==> src/rtl/neural_sim_pkg.sv <==
// Shared types and defaults for the neural dataset simulator playback sequencer.
package neural_sim_pkg;

  typedef enum logic [2:0] {
    ST_IDLE,
    ST_REWIND,
    ST_RUN,
    ST_GAP,
    ST_FINISH
  } state_t;

  localparam int DEF_DATA_W  = 12;
  localparam int DEF_RST_CYC = 6;

  function automatic int max_int(input int a, input int b);
    return (a > b) ? a : b;
  endfunction

endpackage

==> src/rtl/neural_sim_sequencer_if.sv <==
// Simulator-facing control/sample bus plus the forwarded sample stream.
interface neural_sim_sequencer_if
  import neural_sim_pkg::*;
#(
  parameter int DATA_W = DEF_DATA_W
);
  logic                     SIM_nRST;
  logic                     SIM_EN;
  logic signed [DATA_W-1:0] SIM_DATA;
  logic                     SIM_END;
  logic signed [DATA_W-1:0] DATA_OUT;
  logic                     DATA_VALID;

  modport master (
    output SIM_nRST, SIM_EN, DATA_OUT, DATA_VALID,
    input  SIM_DATA, SIM_END
  );

  modport slave (
    input  SIM_nRST, SIM_EN, DATA_OUT, DATA_VALID,
    output SIM_DATA, SIM_END
  );
endinterface

==> src/rtl/sim_cycle_timer.sv <==
// Loadable down-counter with zero flag; times both the rewind pulse and the inter-loop gap.
module sim_cycle_timer #(
  parameter int W = 3
) (
  input  logic         clk,
  input  logic         rst,
  input  logic         i_load,
  input  logic [W-1:0] i_load_val,
  output logic         o_zero
);

  logic [W-1:0] r_cnt;

  always_ff @(posedge clk) begin
    if (rst) begin
      r_cnt <= '0;
    end else if (i_load) begin
      r_cnt <= i_load_val;
    end else if (r_cnt != '0) begin
      r_cnt <= r_cnt - 1'b1;
    end
  end

  assign o_zero = (r_cnt == '0);

endmodule

==> src/rtl/neural_sim_sequencer.sv <==
// Playback controller: rewinds the simulator, forwards samples one cycle late, loops with idle gaps.
module neural_sim_sequencer
  import neural_sim_pkg::*;
#(
  parameter int DATA_W  = DEF_DATA_W,
  parameter int LOOP_W  = 8,
  parameter int RST_CYC = DEF_RST_CYC,
  parameter int GAP_CYC = 16,
  parameter int CNT_W   = 32
) (
  input  logic                   CLK_ADC,
  input  logic                   RST,
  input  logic                   START,
  input  logic                   ABORT,
  input  logic [LOOP_W-1:0]      LOOPS,
  neural_sim_sequencer_if.master sim,
  output logic [LOOP_W-1:0]      LOOP_IDX,
  output logic [CNT_W-1:0]       SAMPLE_CNT,
  output logic                   BUSY,
  output logic                   DONE
);

  localparam int TMR_W = $clog2(max_int(RST_CYC, GAP_CYC) + 1);
  localparam logic [TMR_W-1:0] RW_LOAD  = TMR_W'(RST_CYC - 1);
  localparam logic [TMR_W-1:0] GAP_LOAD = TMR_W'((GAP_CYC > 0) ? GAP_CYC - 1 : 0);

  state_t                   r_state;
  logic [LOOP_W-1:0]        r_loops;
  logic [LOOP_W-1:0]        r_loop_idx;
  logic [CNT_W-1:0]         r_sample_cnt;
  logic signed [DATA_W-1:0] r_data_out;
  logic                     r_data_vld;
  logic                     r_sim_nrst;
  logic                     r_sim_en;
  logic                     r_busy;
  logic                     r_done;

  logic [LOOP_W-1:0]        w_idx_inc;
  logic                     w_last;
  logic                     w_cnt_sat;
  logic                     w_tmr_load;
  logic [TMR_W-1:0]         w_tmr_val;
  logic                     w_tmr_zero;

  assign w_idx_inc = r_loop_idx + LOOP_W'(1);
  assign w_last    = (r_loops != '0) && (w_idx_inc == r_loops);
  assign w_cnt_sat = &r_sample_cnt;

  // Timer is loaded on every entry into REWIND or GAP so its zero flag marks the last cycle there.
  always_comb begin
    w_tmr_load = 1'b0;
    w_tmr_val  = RW_LOAD;
    case (r_state)
      ST_IDLE: w_tmr_load = START;
      ST_RUN: begin
        if (sim.SIM_END && !w_last) begin
          w_tmr_load = 1'b1;
          if (GAP_CYC != 0) w_tmr_val = GAP_LOAD;
        end
      end
      ST_GAP:  w_tmr_load = w_tmr_zero;
      default: w_tmr_load = 1'b0;
    endcase
  end

  sim_cycle_timer #(.W(TMR_W)) u_timer (
    .clk        (CLK_ADC),
    .rst        (RST),
    .i_load     (w_tmr_load),
    .i_load_val (w_tmr_val),
    .o_zero     (w_tmr_zero)
  );

  always_ff @(posedge CLK_ADC) begin
    if (RST) begin
      r_state      <= ST_IDLE;
      r_loops      <= '0;
      r_loop_idx   <= '0;
      r_sample_cnt <= '0;
      r_data_out   <= '0;
      r_data_vld   <= 1'b0;
      r_sim_nrst   <= 1'b0;
      r_sim_en     <= 1'b0;
      r_busy       <= 1'b0;
      r_done       <= 1'b0;
    end else begin
      r_data_vld <= 1'b0;
      r_done     <= 1'b0;
      if (ABORT) begin
        r_state    <= ST_IDLE;
        r_sim_nrst <= 1'b0;
        r_sim_en   <= 1'b0;
        r_busy     <= 1'b0;
      end else begin
        case (r_state)
          ST_IDLE: begin
            if (START) begin
              r_loops      <= LOOPS;
              r_loop_idx   <= '0;
              r_sample_cnt <= '0;
              r_state      <= ST_REWIND;
              r_busy       <= 1'b1;
            end
          end
          ST_REWIND: begin
            if (w_tmr_zero) begin
              r_state    <= ST_RUN;
              r_sim_nrst <= 1'b1;
              r_sim_en   <= 1'b1;
            end
          end
          ST_RUN: begin
            if (!sim.SIM_END) begin
              r_data_out <= sim.SIM_DATA;
              r_data_vld <= 1'b1;
              if (!w_cnt_sat) r_sample_cnt <= r_sample_cnt + 1'b1;
            end else begin
              r_loop_idx <= w_idx_inc;
              r_sim_en   <= 1'b0;
              if (w_last) begin
                r_state    <= ST_FINISH;
                r_sim_nrst <= 1'b0;
                r_done     <= 1'b1;
              end else if (GAP_CYC == 0) begin
                r_state    <= ST_REWIND;
                r_sim_nrst <= 1'b0;
              end else begin
                r_state <= ST_GAP;
              end
            end
          end
          ST_GAP: begin
            if (w_tmr_zero) begin
              r_state    <= ST_REWIND;
              r_sim_nrst <= 1'b0;
            end
          end
          ST_FINISH: begin
            r_state <= ST_IDLE;
            r_busy  <= 1'b0;
          end
          default: begin
            r_state    <= ST_IDLE;
            r_sim_nrst <= 1'b0;
            r_sim_en   <= 1'b0;
            r_busy     <= 1'b0;
          end
        endcase
      end
    end
  end

  assign sim.SIM_nRST   = r_sim_nrst;
  assign sim.SIM_EN     = r_sim_en;
  assign sim.DATA_OUT   = r_data_out;
  assign sim.DATA_VALID = r_data_vld;
  assign LOOP_IDX       = r_loop_idx;
  assign SAMPLE_CNT     = r_sample_cnt;
  assign BUSY           = r_busy;
  assign DONE           = r_done;

endmodule

==> src/flat_wrapper.sv <==
// flat-port wrapper written by rule: the top's interface ports become plain ports
module neural_sim_sequencer_flat import neural_sim_pkg::*;
#(
  parameter int DATA_W  = DEF_DATA_W,
  parameter int LOOP_W  = 8,
  parameter int RST_CYC = DEF_RST_CYC,
  parameter int GAP_CYC = 16,
  parameter int CNT_W   = 32
)
  (CLK_ADC, RST, START, ABORT, LOOPS, LOOP_IDX, SAMPLE_CNT, BUSY, DONE, sim_SIM_nRST, sim_SIM_EN, sim_DATA_OUT, sim_DATA_VALID, sim_SIM_DATA, sim_SIM_END);
  neural_sim_sequencer_if #(.DATA_W(DATA_W)) sim_i ();
  input  logic CLK_ADC;
  input  logic RST;
  input  logic START;
  input  logic ABORT;
  input  logic [LOOP_W-1:0] LOOPS;
  output logic [LOOP_W-1:0] LOOP_IDX;
  output logic [CNT_W-1:0] SAMPLE_CNT;
  output logic BUSY;
  output logic DONE;
  output wire logic [$bits(sim_i.SIM_nRST)-1:0] sim_SIM_nRST;
  output wire logic [$bits(sim_i.SIM_EN)-1:0] sim_SIM_EN;
  output wire logic [$bits(sim_i.DATA_OUT)-1:0] sim_DATA_OUT;
  output wire logic [$bits(sim_i.DATA_VALID)-1:0] sim_DATA_VALID;
  input wire logic [$bits(sim_i.SIM_DATA)-1:0] sim_SIM_DATA;
  input wire logic [$bits(sim_i.SIM_END)-1:0] sim_SIM_END;
  assign sim_SIM_nRST = sim_i.SIM_nRST;
  assign sim_SIM_EN = sim_i.SIM_EN;
  assign sim_DATA_OUT = sim_i.DATA_OUT;
  assign sim_DATA_VALID = sim_i.DATA_VALID;
  assign sim_i.SIM_DATA = sim_SIM_DATA;
  assign sim_i.SIM_END = sim_SIM_END;
  neural_sim_sequencer #(.DATA_W(DATA_W), .LOOP_W(LOOP_W), .RST_CYC(RST_CYC), .GAP_CYC(GAP_CYC), .CNT_W(CNT_W)) u_core (.CLK_ADC(CLK_ADC), .RST(RST), .START(START), .ABORT(ABORT), .LOOPS(LOOPS), .sim(sim_i), .LOOP_IDX(LOOP_IDX), .SAMPLE_CNT(SAMPLE_CNT), .BUSY(BUSY), .DONE(DONE));
endmodule
==> config.mk <==
export PLATFORM = sky130hd
export DESIGN_NAME = neural_sim_sequencer_flat
export DESIGN_NICKNAME = d
export VERILOG_FILES = /design/src/rtl/neural_sim_pkg.sv /design/src/rtl/neural_sim_sequencer_if.sv /design/src/rtl/sim_cycle_timer.sv /design/src/rtl/neural_sim_sequencer.sv /design/src/flat_wrapper.sv
export SDC_FILE = /design/constraint.sdc
export NUM_CORES = 1
export LEC_CHECK = 0
export CELL_PAD_IN_SITES_DETAIL_PLACEMENT = 1
export CELL_PAD_IN_SITES_GLOBAL_PLACEMENT = 1
export CORE_MARGIN = 4
export CORE_UTILIZATION = 34
export DETAILED_ROUTE_END_ITERATION = 10
export PLACE_DENSITY = 0.82
export SLEW_MARGIN = 20
export SYNTH_ARGS = -nofsm -noshare
export SYNTH_HDL_FRONTEND = slang
export SYNTH_HIERARCHICAL = 1
export SYNTH_SLANG_ARGS = --single-unit
==> constraint.sdc <==
create_clock -name CLK_ADC -period 2.7 [get_ports CLK_ADC]
set_input_delay 0.81 -clock CLK_ADC [delete_from_list [all_inputs] [get_ports CLK_ADC]]
set_output_delay 0.81 -clock CLK_ADC [all_outputs]
set_load 0.05 [all_outputs]
==> impl_metrics.yaml <==
status:
  status: "complete, no violations"
grt:
  antenna_violations_before_repair: 0
  grt_usage_pct: 18.3
  grt_max_degree: 24
  via_count_of_the_first_global_routing_pass: 3929
  grt_overflow_total: 0
  grt_first_pass_wirelength_um: 19300
place:
  finalWeightedCongestion: 0.844
  numPortBuffers: 81
  placed_area_mm2: 0.00490
  dp.final_hpwl_um: 8880
  dp_worst_setup_slack_ns: -0.178
floorplan:
  core_region_area_mm2: 0.0108
  floorplan.die_area_mm2: 0.0127
  width_of_the_die_um: 113
  chipHeight_um: 113
  initial_core_util_pct: 34.6
  placement_rows: 38
  pin_count: 82
timing:
  min_clock_period_post_route_ns: 2.55
  drv_slew: 0
  totalNegativeSetupSlack_ns: 0
  worst_clock_skew_ns: 0.00931
  setup_viol_count_final: 0
  worst_max_slew_pin_slew_ns: 0.689
  max-slew-margin-rel_pct: 53.7
  timing.final.ws_setup_ns: 0.152
  hold_ws_ns: 0.462
  timing.final.hold_violations: 0
  grt_setup_unrepaired: "false"
  max_freq_mhz: 392
  post-route-period-util_pct: 94.4
detailed_routing:
  drt-wirelength-per-cell_um: 16.7
  drc: 0
  drtAntennaViolNets: 0
  route.final.wire_length_um: 11800
  routed-via-count: 3889
  drt-pass1-iter-count: 4
  detailedRoute.firstIterationViolations: 188
  viasPerCell: 5.51
setup_path:
  ff2ff_path_depth: 11
  critical_path_startpoint_category: "flip-flop"
  timing.rr.start: "u_core/LOOP_IDX[0]$_SDFFE_PP0P_"
  crit_path_max_fo: 6
  reg2reg_setup_slack_ns: 0.15
  timing.critical_path.to_type: "flip-flop"
  regToRegEndpoint: "u_core/u_timer/r_cnt[1]$_SDFFE_PP0P_"
  data_arrival_time_of_the_worst_path_ns: 2.79
  critPathKind: "reg -> reg"
  wp_data_required_ns: 2.95
clocking:
  path_clk_slew_ns: 0.09
  cts-htree-levels: 3
  cts_tree: "done"
  cts_max_path_buffers: 2
  cts_hold_buf: 0
  clock_tree_root_driver_cell: "clkbuf_8"
  number_of_buffers_inserted_during_clock_tree_synthesis: 9
  total_clock_sinks: 73
  worstSkewPairLatency_ns: 0.35
min_path:
  hold_path_startpoint: "u_core/sim.DATA_OUT[5]$_SDFFE_PP0P_"
  worstHoldEndpoint: "u_core/sim.DATA_OUT[5]$_SDFFE_PP0P_"
  hp-class: "reg -> reg"
  min_path_cells: 2
pwr:
  power.switching_uw: 634
  power_density_mw_per_mm2: 453
  internal-power_mw: 1.68
  power.share.combinational_pct: 13.8
  maximum_vdd_drop_mv: 0.262
  clockPowerShare_pct: 37.6
  seq_power_share_pct: 48.7
  power.leakage_nw: 1.72
  switching_share_pct: 27.4
layout:
  filler_cell_count: 1293
  nNetsFinal: 589
  fin_util_pct: 47.3
  final-seq-area_mm2: 0.00147
  final_layout_size_suffix_gt1_share_pct: 13.3
  multi_input_gate_area_in_the_final_layout_mm2: 0.00216
  final_antenna_diode_count: 0
  syn2layout_area_growth_pct: 36.6
  postLayoutCellArea_mm2: 0.00510
synth:
  yosys-top-cells-count: "dfxtp_1, nand2_1, a21oi_1, nor2_1"
  synth_cell_type_count: 59
  synth.yosys.warnings: 6
  async_reset_ff_share_pct: 0
  synthesis.area_per_instance_um2: 8.21
  synthMostInstantiatedCell: "dfxtp_1"
  synth-main-ff-cell: "dfxtp_1"
  post_synth_main_area_contributors: "dfxtp_1, a21oi_1, nand2_1"
  post_synth_inst_count: 455
  post-synth-top-area-fraction_pct: 39.1
  yosys_register_bits: 73
  synth_seq_area_share_pct: 39.1
  synth_edf_count: 0
  synth_largest_area_cell: "dfxtp_1"
  syn_area_mm2: 0.00374
flow_run:
  drv.max_cap_violation_count: 0
-- metal layers --
layer / vias to the layer above / global-route usage [%] / part of all wire (%)
li1: 1881 / - / -
met1: 1882 / 21.9 / 44
met2: 108 / 32.3 / 50
met3: 18 / 5.29 / 5.3
met4: 0 / 4.17 / 1.1
met5: - / 0 / 0
-- through the flow --
| step | cells | power, mW |
|---|---|---|
| floorplan | 456 | 1.33 |
| global placement | 689 | 1.45 |
| detailed placement | 689 | 1.47 |
| CTS | 705 | 2.34 |
| global route | 706 | 2.44 |
| finish | 706 | 2.31 |
-- cell usage in the layout (no fill, tap or decap), drive strengths merged, types with 14 or more instances in the layout --
master          n
dfxtp          73
o31ai          15
nand2          51
o21ai          24
nand4          14
inv            14
nor2           31
a21oi          51
or3            18
clkdlybuf4s50  81
buf            33
nand3          18
or4            18
-- flip-flops by register name (all words and copies together), names as in the netlist --
register,cells
u_core/r_loops,8
u_core/u_timer/r_cnt,5
u_core/LOOP_IDX,8
u_core/SAMPLE_CNT,32
u_core/DONE,1
u_core/sim.DATA_OUT,12
u_core/sim.SIM_EN,1
u_core/r_state,3
u_core/BUSY,1
u_core/sim.DATA_VALID,1
u_core/sim.SIM_nRST,1
-- critical path, cell delays in order (launching register included) --
cell      delay, ns
dfxtp_4        0.36
ha_4           0.15
buf_4          0.15
nor2b_1        0.14
and4_1         0.19
o311ai_1       0.38
o311ai_1       0.13
buf_4          0.16
o21ai_2        0.13
inv_1          0.16
and4_2         0.24
a311o_1        0.26
-- kinds of logic (layout without fill, tap and decap cells) --
family / after synthesis / count (layout) / synth area share [%]
compound gates: 117 / 117 / 19.8
other cells: 2 / 3 / 0.201
fa+ha+maj: 3 / 3 / 1.00
mux: 10 / 10 / 2.68
flops: 73 / 73 / 39.1
xor+xnor: 14 / 14 / 3.28
buf+inv: 33 / 143 / 3.88
simple gates: 203 / 203 / 30.1
-- worst max-delay path by stage --
stage                                          startpoint                                   end  slack, ns  cells after the start
after global placement                              ABORT    u_core/SAMPLE_CNT[29]$_SDFFE_PP0P_      -0.09                      6
after CTS                 u_core/LOOP_IDX[0]$_SDFFE_PP0P_  u_core/u_timer/r_cnt[0]$_SDFFE_PP0P_       0.01                     10
after global routing      u_core/LOOP_IDX[0]$_SDFFE_PP0P_  u_core/u_timer/r_cnt[0]$_SDFFE_PP0P_       0.01                     11
after detailed placement                            ABORT    u_core/SAMPLE_CNT[21]$_SDFFE_PP0P_      -0.18                      6
after floorplan           u_core/LOOP_IDX[0]$_SDFFE_PP0P_  u_core/u_timer/r_cnt[2]$_SDFFE_PP0P_       0.03                      8
final                     u_core/LOOP_IDX[0]$_SDFFE_PP0P_  u_core/u_timer/r_cnt[1]$_SDFFE_PP0P_       0.15                     11
-- final cells by class --
type / count / area share, %
Clock buffer: 9 / 2.43
Clock inverter: 7 / 1.37
Inverter: 13 / 0.956
Multi-Input combinational cell: 350 / 42.3
Sequential cell: 73 / 28.8
Tap cell: 140 / 3.43
Timing Repair Buffer: 114 / 20.7
-- timing repair --
item,4_1_cts,5_1_grt
setup buffers,0,1
gates resized for setup,0,1
setup endpoints to repair,0,5
-- power by group through the flow --
stage	logic, mW	clock network [mW]	registers [mW]
detailed placement	0.316	0	1.15
global route	0.347	0.965	1.13
CTS	0.317	0.895	1.12
finish	0.319	0.869	1.12
global placement	0.304	0	1.15
floorplan	0.175	0	1.16
Note: power is estimated with default switching activity, not from simulation.
